==> src/rtl/temporizador_ctrl.sv <==
// temporizador_ctrl: turns a WIDTH-bit up-counter into a start/stop/pause-able
// timer with a programmable terminal value. It produces a one-cycle tick at the
// terminal count and runs in either one-shot or periodic (auto-reload) mode.
module temporizador_ctrl #(
  parameter int WIDTH = 26
) (
  input  logic             clk,
  input  logic             rst,
  input  logic             start,
  input  logic             stop,
  input  logic             pause,
  input  logic             periodic,
  input  logic [WIDTH-1:0] limit,
  output logic [WIDTH-1:0] count,
  output logic             tick,
  output logic             busy,
  output logic             done
);

  typedef enum logic [1:0] {
    IDLE,
    RUN,
    HOLD,
    DONE
  } state_t;

  state_t           state;
  logic [WIDTH-1:0] limit_q;
  logic             periodic_q;

  // Sequencer: stop beats start, start beats pause, pause beats counting.
  // The terminal value and mode are captured only on an accepted start, so
  // limit/periodic may change freely while the timer runs.
  always_ff @(posedge clk or posedge rst) begin
    if (rst) begin
      state      <= IDLE;
      count      <= '0;
      tick       <= 1'b0;
      limit_q    <= '0;
      periodic_q <= 1'b0;
    end else if (stop) begin
      state <= IDLE;
      count <= '0;
      tick  <= 1'b0;
    end else if (start && (limit != '0)) begin
      limit_q    <= limit;
      periodic_q <= periodic;
      state      <= RUN;
      count      <= '0;
      tick       <= 1'b0;
    end else begin
      tick <= 1'b0;
      case (state)
        RUN: begin
          if (pause) begin
            state <= HOLD;
          end else if (count == limit_q) begin
            count <= '0;
            tick  <= 1'b1;
            if (!periodic_q) begin
              state <= DONE;
            end
          end else begin
            count <= count + WIDTH'(1);
          end
        end
        HOLD: begin
          if (!pause) begin
            state <= RUN;
          end
        end
        default: begin
        end
      endcase
    end
  end

  // Status flags are plain decodes of the state register, so they never
  // depend combinationally on any input.
  assign busy = (state == RUN) || (state == HOLD);
  assign done = (state == DONE);

endmodule
==> config.mk <==
export PLATFORM = sky130hd
export DESIGN_NAME = temporizador_ctrl
export DESIGN_NICKNAME = d
export VERILOG_FILES = /design/src/rtl/temporizador_ctrl.sv
export SDC_FILE = /design/constraint.sdc
export NUM_CORES = 1
export LEC_CHECK = 0
export CORE_MARGIN = 8
export CORE_UTILIZATION = 56
export DETAILED_ROUTE_END_ITERATION = 8
export PLACE_DENSITY = 0.82
export RECOVER_POWER = 25
export SYNTH_ARGS = -nofsm -noshare
export SYNTH_HDL_FRONTEND = slang
export SYNTH_SLANG_ARGS = --single-unit
==> constraint.sdc <==
create_clock -name clk -period 3.8 [get_ports clk]
set_clock_uncertainty 0.1 [all_clocks]
set_input_delay 0.76 -clock clk [delete_from_list [all_inputs] [get_ports clk]]
set_output_delay 0.76 -clock clk [all_outputs]
set_load 0.005 [all_outputs]
==> summary.md <==
| Metric | Value |
|---|---|
| Status | `complete, but fails checks` |
| Failing checks | `max-capacitance violations, max-slew violations` |
| Tmin final | `2860 ps` |
| WL final | `roughly 8000 um` |
| CTS Buf Count | `5` |
| Min Hold Slack | `around 430 ps` |
| Avg Cell Area, Syn | `between 9 and 10 um2` |
| Final setup fails | `0` |
| Vias per cell | `between 5 and 6` |
| Crit. Startpoint | `rst` |
| Post-synthesis sequential area ratio | `43.8%` |
| Ant diodes | `0` |
| Cell family contributing the most delay on the critical path | `buffers and inverters` |
| Main flop type after synthesis | `dfrtp_1` |
| Fillcell total | `between 400 and 500` |
| Post-synth top area share | `43.8%` |
| Gr usage total | `19.4%` |
| Die Ht | `91.6 um` |
| Vias after detailed routing | `2694` |
| Yosys reg bits | `56` |
| Worst vdd ir | `0.000230 V` |
| CP startpoint kind | `input pin` |
| Syn nets | `369` |
| Initial antenna violation count | `0` |
| Post-CTS Setup Bufs | `0` |
| Global-route wire length before repair | `13300 um` |
| Crit path cell chain | `dlygate4sd3_1, inv_1` |
| RSZ-0062 raised after global routing | `no` |
| CTS tree | `built` |
| IO Port Bufs | `60` |
| Die footprint | `0.00839 mm2` |
| Cts hold-fix bufs | `0` |
| CTS clk-pin slew, worst paths | `~90 ps` |
| Num Clock Sinks | `56` |
| Routed Antenna Nets | `0` |
| Met3 wire length | `510 um` |
| Area contributors post-synth | `dfrtp_1 44%, mux2_2 9.5%, xnor2_1 7.1%` |
| Crit. End Element | `asynchronous set/reset pin` |
| Die width | `91.6 um` |
| Total power per unit cell area | `345 mW/mm2` |
| Yosys cell types | `40` |
| Synth area leader | `dfrtp_1` |
| GPL Wtd Cong | `0.846` |
| Inst Count DP | `about 450` |
| DR WL/cell | `17.5 um` |
| Register-to-Register Setup Slack | `1260 ps` |
| Grt total ovfl | `0` |
| Max layer used | `met4` |
| Max clock buf depth | `2` |
| Final std cells w/o fill | `454` |
| Setup TNS | `0 ps` |
| CP max stage cell | `inv_1` |
| Largest stage delay, worst path | `1460 ps` |
| Multi-input logic area | `0.00165 mm2` |
| Number of global-route vias before repair | `2676` |
| Final Worst Setup Slack | `between 900 and 1000 ps` |
| Reported max-cap violation count | `1` |
| Critical path data required time | `3720 ps` |
| Most frequent cells in the layout | `58 x clkdlybuf4s50_1, 56 x dfrtp_1, 44 x nand2_1, 34 x nand3_1, 27 x mux2_2` |
| Final nets | `418` |
| Critical path class | `input pin to asynchronous set/reset pin` |
| Achievable Freq | `roughly 0.35 GHz` |
| Detailed Routing Iterations Pass 1 | `5` |
| CTS Root Cell | `clkbuf_8` |
| Area Growth Syn to Fin | `22.8%` |
| Total leakage power | `between 0.001 and 0.0015 uW` |
| FF+latch area | `0.00140 mm2` |
| Slew Limit Fails | `57` |
| Met2 WL post-DR | `approximately 3800 um` |
| Starting Density | `58.1%` |
| Cells after Synth | `333` |
| Arr. time, crit path | `~2800 ps` |
| Largest net degree at the start of global routing | `57` |
| Max Fanout on Critical Path | `56` |
| Commonest non-fill, non-tap cell in the layout | `clkdlybuf4s50_1` |
| Post-cts resize count | `0` |
| Htree depth | `2` |
| Drt drc | `0` |
| FF-to-FF Start | `count[4]` |
| Setup WS pre-CTS | `620 ps` |
| DR iter-0 viols | `191` |
| Post-synth EDFFs | `0` |
| Final Cycle Share | `roughly 75%` |
| Warnings, synthesis | `0` |
| Slew headroom | `-37.1%` |
| DPL Wire Length | `5990 um` |
| Layout cells sized above 1 | `12.6%` |
| # IOs | `61` |
| HP Class | `flop to flop` |
| Synthesized area | `0.00320 mm2` |
| Hold_sp | `periodic_q` |
| Core area | `0.00551 mm2` |
| Final Util | `71.3%` |
| Hold Vio Cnt, Final | `0` |
| Worst skew pair latency | `slightly above 300 ps` |
| Row count | `27` |
| Asr flop ratio synth | `100%` |
| Worst Path Buf+Inv | `2` |
| Met1 WL | `3360 um` |
| Worst Tran Pin Value | `2050 ps` |
-- synth_stat cells (2+ instances only) --
cell      count
buf_6         3
clkbuf_1     10
and2_1        3
nor3_1        9
buf_2         7
inv_1         5
nand4_1      15
mux2_2       27
dfrtp_1      56
nor2_1       21
nand3_2       2
nor4_1        7
nand2_1      44
nor4_2        2
a31oi_1      19
buf_4         3
ha_1          4
nor2b_1       2
o21ai_1       4
and4_1        2
xor2_1        4
xnor2_1      26
nand3_1      34
nand2b_1      2
or4b_1        3
a21oi_1       5
-- registers in the layout, summed over array words and instances (netlist names) --
| register | count |
|---|---|
| limit_q | 26 |
| periodic_q | 1 |
| count | 26 |
| tick | 1 |
| state | 2 |
-- metrics by stage --
stage	power, uW	cell area (um2)
2_1_floorplan	827	3200
3_3_place_gp	908	3800
3_5_place_dp	920	3800
4_1_cts	1370	3930
5_1_grt	1420	3930
6_report	1360	3930
-- power by group --
part	internal [uW]	switching [uW]	total [uW]
combinational	122	105	227
clock	259	187	446
sequential	642	40.3	682
-- final timing paths --
path                       depth (start not counted)          end
setup / recovery                                   2     state[1]
hold / removal                                     1   periodic_q
setup reg to reg                                   7     count[3]
hold reg to reg                                    1   periodic_q
max in group clk                                   6  limit_q[24]
min in group asynchronous                          2     count[4]
-- kinds of logic after synthesis --
kind of cell | share of synthesized area [%]
muxes | 9.50
and+or+nand+nor | 25.7
AOI/OAI and AO/OA | 6.57
DFF | 43.8
xor gates and xnor gates | 8.21
adders and majority gates | 1.56
buffers and inverters | 4.61
-- final cells by class --
type,count,share of cell area [%]
Clock buffer,5,1.75
Clock inverter,2,1.53
Inverter,5,0.478
Multi-Input combinational cell,249,42.0
Sequential cell,56,35.7
Tap cell,72,2.29
Timing Repair Buffer,65,16.2
-- metal layers --
layer,track usage (%),vias up
met1,25.1,1303
met5,0,-
met4,7.64,0
met3,4.44,16
li1,-,1281
met2,30.6,94
(Power assumes the default switching activity.)
